**src/rtl/if_fetch_pkg.sv**
```systemverilog
// Shared types and constants for the instruction-fetch stage.
// Optional feature macro: IF_ALIGN_CHECK_EN (see if_fetch.sv).
package if_fetch_pkg;

    localparam int unsigned ADDR_BUS_W = 32;
    localparam int unsigned INST_BUS_W = 32;
    localparam int unsigned IF_STATE_W = 2;
    localparam int unsigned PC_STEP    = 4;

    localparam logic [INST_BUS_W-1:0] ZERO_WORD = 32'h0000_0000;

    // IF_STOP is only reachable when IF_ALIGN_CHECK_EN is defined.
    typedef enum logic [IF_STATE_W-1:0] {
        IF_IDLE  = 2'd0,
        IF_FETCH = 2'd1,
        IF_HOLD  = 2'd2,
        IF_STOP  = 2'd3
    } if_state_e;

endpackage

```
**src/rtl/if_fetch_if.sv**
```systemverilog
// Instruction-memory request/response bus between the fetch stage and memory.
interface if_fetch_if #(
    parameter int unsigned ADDR_W = 32
) ();

    logic              inst_req;
    logic [ADDR_W-1:0] inst_addr;
    logic              inst_ack;
    logic [ADDR_W-1:0] inst_rdata;

    modport master (
        output inst_req,
        output inst_addr,
        input  inst_ack,
        input  inst_rdata
    );

    modport slave (
        input  inst_req,
        input  inst_addr,
        output inst_ack,
        output inst_rdata
    );

endinterface

```
**src/rtl/if_pc_next.sv**
```systemverilog
// Next-PC select: pending branch target, else sequential PC (wraps mod 2^32).
// With IF_ALIGN_CHECK_EN defined, also flags a misaligned next PC.
module if_pc_next
    import if_fetch_pkg::*;
#(
    parameter int unsigned ADDR_W = 32
) (
    input  logic              br_pend,
    input  logic [ADDR_W-1:0] br_target,
    input  logic [ADDR_W-1:0] handed_pc,
    output logic [ADDR_W-1:0] next_pc_c
`ifdef IF_ALIGN_CHECK_EN
    ,
    output logic              misalign_c
`endif
);

    // Redirect wins over the sequential successor.
    always_comb begin
        next_pc_c = br_pend ? br_target : handed_pc + ADDR_W'(PC_STEP);
    end

`ifdef IF_ALIGN_CHECK_EN
    // Any set bit in [1:0] means the word address is not aligned.
    always_comb begin
        misalign_c = |next_pc_c[1:0];
    end
`endif

endmodule

```
**src/rtl/if_fetch.sv**
```systemverilog
// MIPS instruction-fetch stage: owns the PC, issues one outstanding request at
// a time, handles the branch delay slot and drives the IF/ID register.
// Optional macro IF_ALIGN_CHECK_EN adds the fetch_exc output and stops the
// stage on a misaligned next PC.
module if_fetch
    import if_fetch_pkg::*;
#(
    parameter int unsigned       ADDR_W   = ADDR_BUS_W,
    parameter logic [ADDR_W-1:0] RESET_PC = '0
) (
    input  logic              clk,
    input  logic              rst,
    input  logic              stall,
    input  logic              branch_flag,
    input  logic [ADDR_W-1:0] branch_addr,
    if_fetch_if.master        mem,
    output logic [ADDR_W-1:0] pc,
    output logic [ADDR_W-1:0] inst,
    output logic              inst_valid
`ifdef IF_ALIGN_CHECK_EN
    ,
    output logic              fetch_exc
`endif
);

    if_state_e         state, state_d;
    logic              req_q, req_d;
    logic [ADDR_W-1:0] addr_q, addr_d;
    logic [ADDR_W-1:0] pc_d, inst_d;
    logic              valid_d;
    logic              br_pend, br_pend_d;
    logic [ADDR_W-1:0] br_target, br_target_d;
    logic              buf_valid, buf_valid_d;
    logic [ADDR_W-1:0] buf_pc, buf_pc_d;
    logic [ADDR_W-1:0] buf_inst, buf_inst_d;
`ifdef IF_ALIGN_CHECK_EN
    logic              exc_d;
    logic              misalign_c;
`endif

    logic              br_cap_c;
    logic              handoff_c;
    logic              sel_pend_c;
    logic [ADDR_W-1:0] sel_target_c;
    logic [ADDR_W-1:0] handed_pc_c;
    logic [ADDR_W-1:0] next_pc_c;

    assign mem.inst_req  = req_q;
    assign mem.inst_addr = addr_q;

    // Branch capture, handoff detection and the effective redirect for this handoff.
    always_comb begin
        br_cap_c     = branch_flag & ~stall & inst_valid;
        handoff_c    = ((state == IF_FETCH) & mem.inst_ack & ~stall)
                     | ((state == IF_HOLD) & buf_valid & ~stall);
        sel_pend_c   = br_pend | br_cap_c;
        sel_target_c = br_cap_c ? branch_addr : br_target;
        handed_pc_c  = (state == IF_HOLD) ? buf_pc : addr_q;
    end

    if_pc_next #(
        .ADDR_W     (ADDR_W)
    ) u_pc_next (
        .br_pend    (sel_pend_c),
        .br_target  (sel_target_c),
        .handed_pc  (handed_pc_c),
        .next_pc_c  (next_pc_c)
`ifdef IF_ALIGN_CHECK_EN
        ,
        .misalign_c (misalign_c)
`endif
    );

    // Next-state and IF/ID / request / buffer update.
    always_comb begin
        state_d     = state;
        req_d       = req_q;
        addr_d      = addr_q;
        pc_d        = pc;
        inst_d      = inst;
        valid_d     = inst_valid;
        br_pend_d   = br_pend;
        br_target_d = br_target;
        buf_valid_d = buf_valid;
        buf_pc_d    = buf_pc;
        buf_inst_d  = buf_inst;
`ifdef IF_ALIGN_CHECK_EN
        exc_d       = fetch_exc;
`endif

        if (br_cap_c) begin
            br_pend_d   = 1'b1;
            br_target_d = branch_addr;
        end

        case (state)
            IF_IDLE: begin
                req_d   = 1'b1;
                state_d = IF_FETCH;
            end
            IF_FETCH: begin
                if (mem.inst_ack) begin
                    if (!stall) begin
                        pc_d    = addr_q;
                        inst_d  = mem.inst_rdata;
                        valid_d = 1'b1;
                    end else begin
                        buf_valid_d = 1'b1;
                        buf_pc_d    = addr_q;
                        buf_inst_d  = mem.inst_rdata;
                        req_d       = 1'b0;
                        state_d     = IF_HOLD;
                    end
                end else if (!stall) begin
                    inst_d  = ADDR_W'(ZERO_WORD);
                    valid_d = 1'b0;
                end
            end
            IF_HOLD: begin
                if (!stall) begin
                    pc_d        = buf_pc;
                    inst_d      = buf_inst;
                    valid_d     = 1'b1;
                    buf_valid_d = 1'b0;
                end
            end
`ifdef IF_ALIGN_CHECK_EN
            IF_STOP: begin
                // Deliver the exception entry once, then present bubbles.
                if (!stall) begin
                    if (!fetch_exc) begin
                        pc_d    = addr_q;
                        inst_d  = ADDR_W'(ZERO_WORD);
                        valid_d = 1'b1;
                        exc_d   = 1'b1;
                    end else begin
                        inst_d  = ADDR_W'(ZERO_WORD);
                        valid_d = 1'b0;
                    end
                end
            end
`endif
            default: begin
                state_d = IF_IDLE;
                req_d   = 1'b0;
            end
        endcase

        // An instruction went to ID: launch the fetch of its successor.
        if (handoff_c) begin
            br_pend_d = 1'b0;
            req_d     = 1'b1;
            addr_d    = next_pc_c;
            state_d   = IF_FETCH;
`ifdef IF_ALIGN_CHECK_EN
            if (misalign_c) begin
                req_d   = 1'b0;
                state_d = IF_STOP;
            end
`endif
        end
    end

    // State, request and IF/ID registers with asynchronous reset.
    always_ff @(posedge clk or posedge rst) begin
        if (rst) begin
            state      <= IF_IDLE;
            req_q      <= 1'b0;
            addr_q     <= RESET_PC;
            pc         <= '0;
            inst       <= ADDR_W'(ZERO_WORD);
            inst_valid <= 1'b0;
            br_pend    <= 1'b0;
            br_target  <= '0;
            buf_valid  <= 1'b0;
            buf_pc     <= '0;
            buf_inst   <= '0;
`ifdef IF_ALIGN_CHECK_EN
            fetch_exc  <= 1'b0;
`endif
        end else begin
            state      <= state_d;
            req_q      <= req_d;
            addr_q     <= addr_d;
            pc         <= pc_d;
            inst       <= inst_d;
            inst_valid <= valid_d;
            br_pend    <= br_pend_d;
            br_target  <= br_target_d;
            buf_valid  <= buf_valid_d;
            buf_pc     <= buf_pc_d;
            buf_inst   <= buf_inst_d;
`ifdef IF_ALIGN_CHECK_EN
            fetch_exc  <= exc_d;
`endif
        end
    end

endmodule
```
**src/flat_wrapper.sv**
```systemverilog
// flat-port wrapper written by rule: the top's interface ports become plain ports
module if_fetch_flat import if_fetch_pkg::*;
#(
    parameter int unsigned       ADDR_W   = ADDR_BUS_W,
    parameter logic [ADDR_W-1:0] RESET_PC = '0
)
  (clk, rst, stall, branch_flag, branch_addr, pc, inst, inst_valid, mem_inst_req, mem_inst_addr, mem_inst_ack, mem_inst_rdata);
  if_fetch_if #(.ADDR_W(ADDR_W)) mem_i ();
  input  logic clk;
  input  logic rst;
  input  logic stall;
  input  logic branch_flag;
  input  logic [ADDR_W-1:0] branch_addr;
  output logic [ADDR_W-1:0] pc;
  output logic [ADDR_W-1:0] inst;
  output logic inst_valid;
  output wire logic [$bits(mem_i.inst_req)-1:0] mem_inst_req;
  output wire logic [$bits(mem_i.inst_addr)-1:0] mem_inst_addr;
  input wire logic [$bits(mem_i.inst_ack)-1:0] mem_inst_ack;
  input wire logic [$bits(mem_i.inst_rdata)-1:0] mem_inst_rdata;
  assign mem_inst_req = mem_i.inst_req;
  assign mem_inst_addr = mem_i.inst_addr;
  assign mem_i.inst_ack = mem_inst_ack;
  assign mem_i.inst_rdata = mem_inst_rdata;
  if_fetch #(.ADDR_W(ADDR_W), .RESET_PC(RESET_PC)) u_core (.clk(clk), .rst(rst), .stall(stall), .branch_flag(branch_flag), .branch_addr(branch_addr), .mem(mem_i), .pc(pc), .inst(inst), .inst_valid(inst_valid));
endmodule
```
**config.mk**
```make
export PLATFORM = sky130hd
export DESIGN_NAME = if_fetch_flat
export DESIGN_NICKNAME = d
export VERILOG_FILES = /design/src/rtl/if_fetch_pkg.sv /design/src/rtl/if_fetch_if.sv /design/src/rtl/if_pc_next.sv /design/src/rtl/if_fetch.sv /design/src/flat_wrapper.sv
export SDC_FILE = /design/constraint.sdc
export NUM_CORES = 1
export LEC_CHECK = 0
export BUFFER_PORTS_ARGS = -buffer_cell sky130_fd_sc_hd__buf_2
export CORE_AREA = 3 3 141 143
export CTS_CLUSTER_DIAMETER = 200
export DETAILED_ROUTE_END_ITERATION = 10
export DIE_AREA = 0 0 144 146
export GPL_ROUTABILITY_DRIVEN = 1
export GPL_TIMING_DRIVEN = 0
export PLACE_DENSITY = 0.74
export SYNTH_ARGS = -nofsm -noshare
export SYNTH_HDL_FRONTEND = slang
export SYNTH_SLANG_ARGS = --single-unit
```
**constraint.sdc**
```tcl
create_clock -name clk -period 5.85 [get_ports clk]
set_input_delay 0.585 -clock clk [delete_from_list [all_inputs] [get_ports clk]]
set_output_delay 0.585 -clock clk [all_outputs]
set_load 0.05 [all_outputs]
```
==> impl_metrics.yaml <==
outcome:
  status: "finished clean"
timing:
  finalCriticalPeriod_ps: 4584
  worst_pin_slew_ps: 891.0
  setup_viol: 0
  rsz0062_at_grt: "false"
  final.setup_skew_ps: 12.63
  maxSlewViolCount: 0
  fmax_ghz: 0.2182
  min_period_over_period_pct: 78.35
  setup_tns_ps: 0
  relSlewSlack_pct: 40.60
  hold_violations: 0
  holdWs_ps: 89.33
clock_tree:
  clock_sinks: 198
  cts_tree: "built"
  cts_buffers: 17
  cts_repair_resize_count: 0
  clk-insertion-delay-late_ps: 440
  clk_pin_slew_worst_paths_ps: 80
  postCtsSetupBuffers: 0
  cts_root_buf: "clkbuf_16"
  ctsLongestPathBuffers: 2
  postCtsHoldBufs: 0
  cts.htree.levels: 4
power:
  peakVddDrop_v: 0.0003990
  leakage_uw: 0.005016
  p_per_area_mw_per_mm2: 622.9
critical_path:
  crit_required_ps: 6160
  end_kind: "register"
  cp_max_fo: 10
  path_class: "reg -> reg"
  r2r-end: "u_core.mem.inst_addr[24]"
  rr_worst_depth: 15
  worst_ep_arrival_time_ps: 4890
  critical_path.endpoint: "u_core.mem.inst_addr[24]"
  critPathLaunchType: "register"
  crit_path_start: "u_core.state[1]"
  rrSetupSlack_ps: 1270
  reg2reg_from: "u_core.state[1]"
layout:
  fin_util_pct: 59.29
  area_growth_syn_to_layout_pct: 19.73
  drive_gt1_share_pct: 31.10
  nNetsFinal: 1115
  n_antenna_cell: 0
  fin_cells: 1292
  final_area_mm2: 0.01109
placement:
  gp_congestion: 0.8886
  placed_area_mm2: 0.01049
  dp_cells: 1260
  portBuffers: 165
  place_hpwl_um: 18540
detailed_routing:
  drt-pass1-iter-count: 5
  drc: 0
  via_per_inst: 5.810
  ant_nets: 0
  wire_per_inst_um: 20.17
  num_vias: 7506
  initialDrtViolationCount: 523
  drt_wl_total_um: 26070
yosys:
  yosysSeqAreaShare_pct: 53.49
  synth_top_area_share_pct: 53.49
  ys_seq_elements: 198
  syn_avg_cell_area_um2: 10.82
  synth_top_area_cell: "dfrtp_1"
  synth_area_mm2: 0.009263
  postSynthCellCount: 856
  synth_area_leaders: "dfrtp_1 53%, mux2_2 13%, a21oi_1 4.8%"
  synth.distinct_cells: 54
  synth_nets: 926
  synth_ff_type: "dfrtp_1"
  yosys_warnings: 0
  async_reset_ff_share_pct: 100.0
  synth_edf_count: 0
global_routing:
  gr-total-overflow: 0
  grt_usage_pct: 24.88
  grt_max_degree: 43
  grt_pass1_vias: 7486
  antenna_found_initial: 0
  grt_pass1_wl_um: 40730
floorplan:
  rows: 50
  boundaryPins: 167
  die_h_um: 146
  fp.dieW_um: 144
  start_util_pct: 49.52
  die-area_mm2: 0.02102
  core-area_mm2: 0.01871
job:
  maxCapViolations: 0
hold_path:
  min_path_type: "in -> async"
[logic make-up after synthesis]
group	after synthesis	synth area share (%)
AO/OA/AOI/OAI	178	10.64
flip-flops	198	53.49
AND/OR/NAND/NOR	252	13.58
adder cells (fa/ha/maj)	1	0.1351
multiplexers	144	17.32
XOR/XNOR	19	1.797
buffers and inverters	64	3.039
[flip-flops by register name, summed over array words and instances, names as in the netlist]
register,cells
u_core.br_pend,1
u_core.br_target,32
u_core.buf_inst,32
u_core.buf_pc,32
u_core.buf_valid,1
u_core.inst,32
u_core.inst_valid,1
u_core.mem.inst_addr,32
u_core.mem.inst_req,1
u_core.pc,32
u_core.state,2
[worst min path at each step]
stage                                    start                    to  slack (ps)
after floorplan           u_core.br_target[28]  u_core.br_target[28]         470
after global placement         u_core.inst[26]       u_core.inst[26]         460
after detailed placement       u_core.inst[20]       u_core.inst[20]         470
after CTS                                  rst          u_core.pc[6]          90
after global routing                       rst          u_core.pc[6]          90
final                                      rst          u_core.pc[6]          90
[area by class of cell]
class	count	area, µm²
multi-input combinational	594	4026
clock buffer	18	439.2
sequential	198	4955
fill	1583	7615
timing repair buffer	170	925.9
clock inverter	14	166.4
buffer	59	262.8
inverter	5	22.52
tap	234	292.8
[metrics by stage]
stage	worst slack [ps]	total power (µW)
CTS	1303	6912
detailed placement	1338	5703
global route	1055	7277
global placement	1357	5611
finish	1266	6909
floorplan	2574	4797
[report_power, final]
group / internal [µW] / total, µW / switching, µW / leakage (µW)
sequential: 2010 / 2450 / 448 / 0.00234
combinational: 1000 / 3250 / 2250 / 0.00238
clock: 622 / 1200 / 579 / 0.000299
[synthesized netlist by cell type (10+ instances only)]
cell type and number:
dfrtp_1 198, o21ai_0 42, o211ai_1 10, nor2_1 59, xor2_1 12, o22ai_1 10, and3_1 39, mux2_2 103
a31oi_1 11, nand3_1 18, nand2_1 89, clkbuf_1 39, mux2i_1 36, a21oi_1 89
[critical path: stages (launching register included)]
cell	delay (ps)
dfrtp_1	470
and2b_1	170
buf_6	170
buf_6	200
buf_2	370
buf_2	340
buf_1	450
nand2_1	140
nand2_1	110
ha_1	240
and4_1	260
a32o_1	200
nand3_1	390
nor4_1	630
xor2_1	190
o211ai_1	110
[placed cells by master, fill, tap and decap left out, types with 3 or more instances in the layout]
cell type | synthesis | final
and4_1 | 3 | 3
mux2_2 | 103 | 103
nand4_1 | 3 | 3
nand3b_1 | 6 | 6
clkbuf_16 | 0 | 17
o21a_1 | 3 | 3
inv_8 | 0 | 3
o22ai_1 | 10 | 10
o31ai_1 | 3 | 3
mux2i_1 | 36 | 36
nor4_1 | 6 | 6
inv_1 | 5 | 4
buf_12 | 0 | 5
and3_1 | 39 | 39
nand2b_1 | 4 | 4
dfrtp_1 | 198 | 198
clkbuf_1 | 39 | 39
o211ai_1 | 10 | 10
xor2_1 | 12 | 12
nand3_1 | 18 | 18
buf_6 | 4 | 4
o21ai_0 | 42 | 42
clkinv_4 | 0 | 3
buf_2 | 9 | 174
nor2_1 | 59 | 59
nor3_1 | 7 | 7
xnor2_1 | 7 | 7
a31oi_1 | 11 | 11
nand2_1 | 89 | 89
a21oi_1 | 89 | 89
buf_1 | 7 | 7
clkinv_8 | 0 | 3
[layer usage]
| layer | vias up | share of wire [%] | track usage (%) |
|---|---|---|---|
| met5 | - | 0 | 0 |
| met3 | 55 | 7.7 | 5.981 |
| li1 | 3432 | - | - |
| met4 | 0 | 3.1 | 9.557 |
| met2 | 308 | 47 | 39.11 |
| met1 | 3711 | 42 | 33.39 |
(Power assumes the default switching activity.)
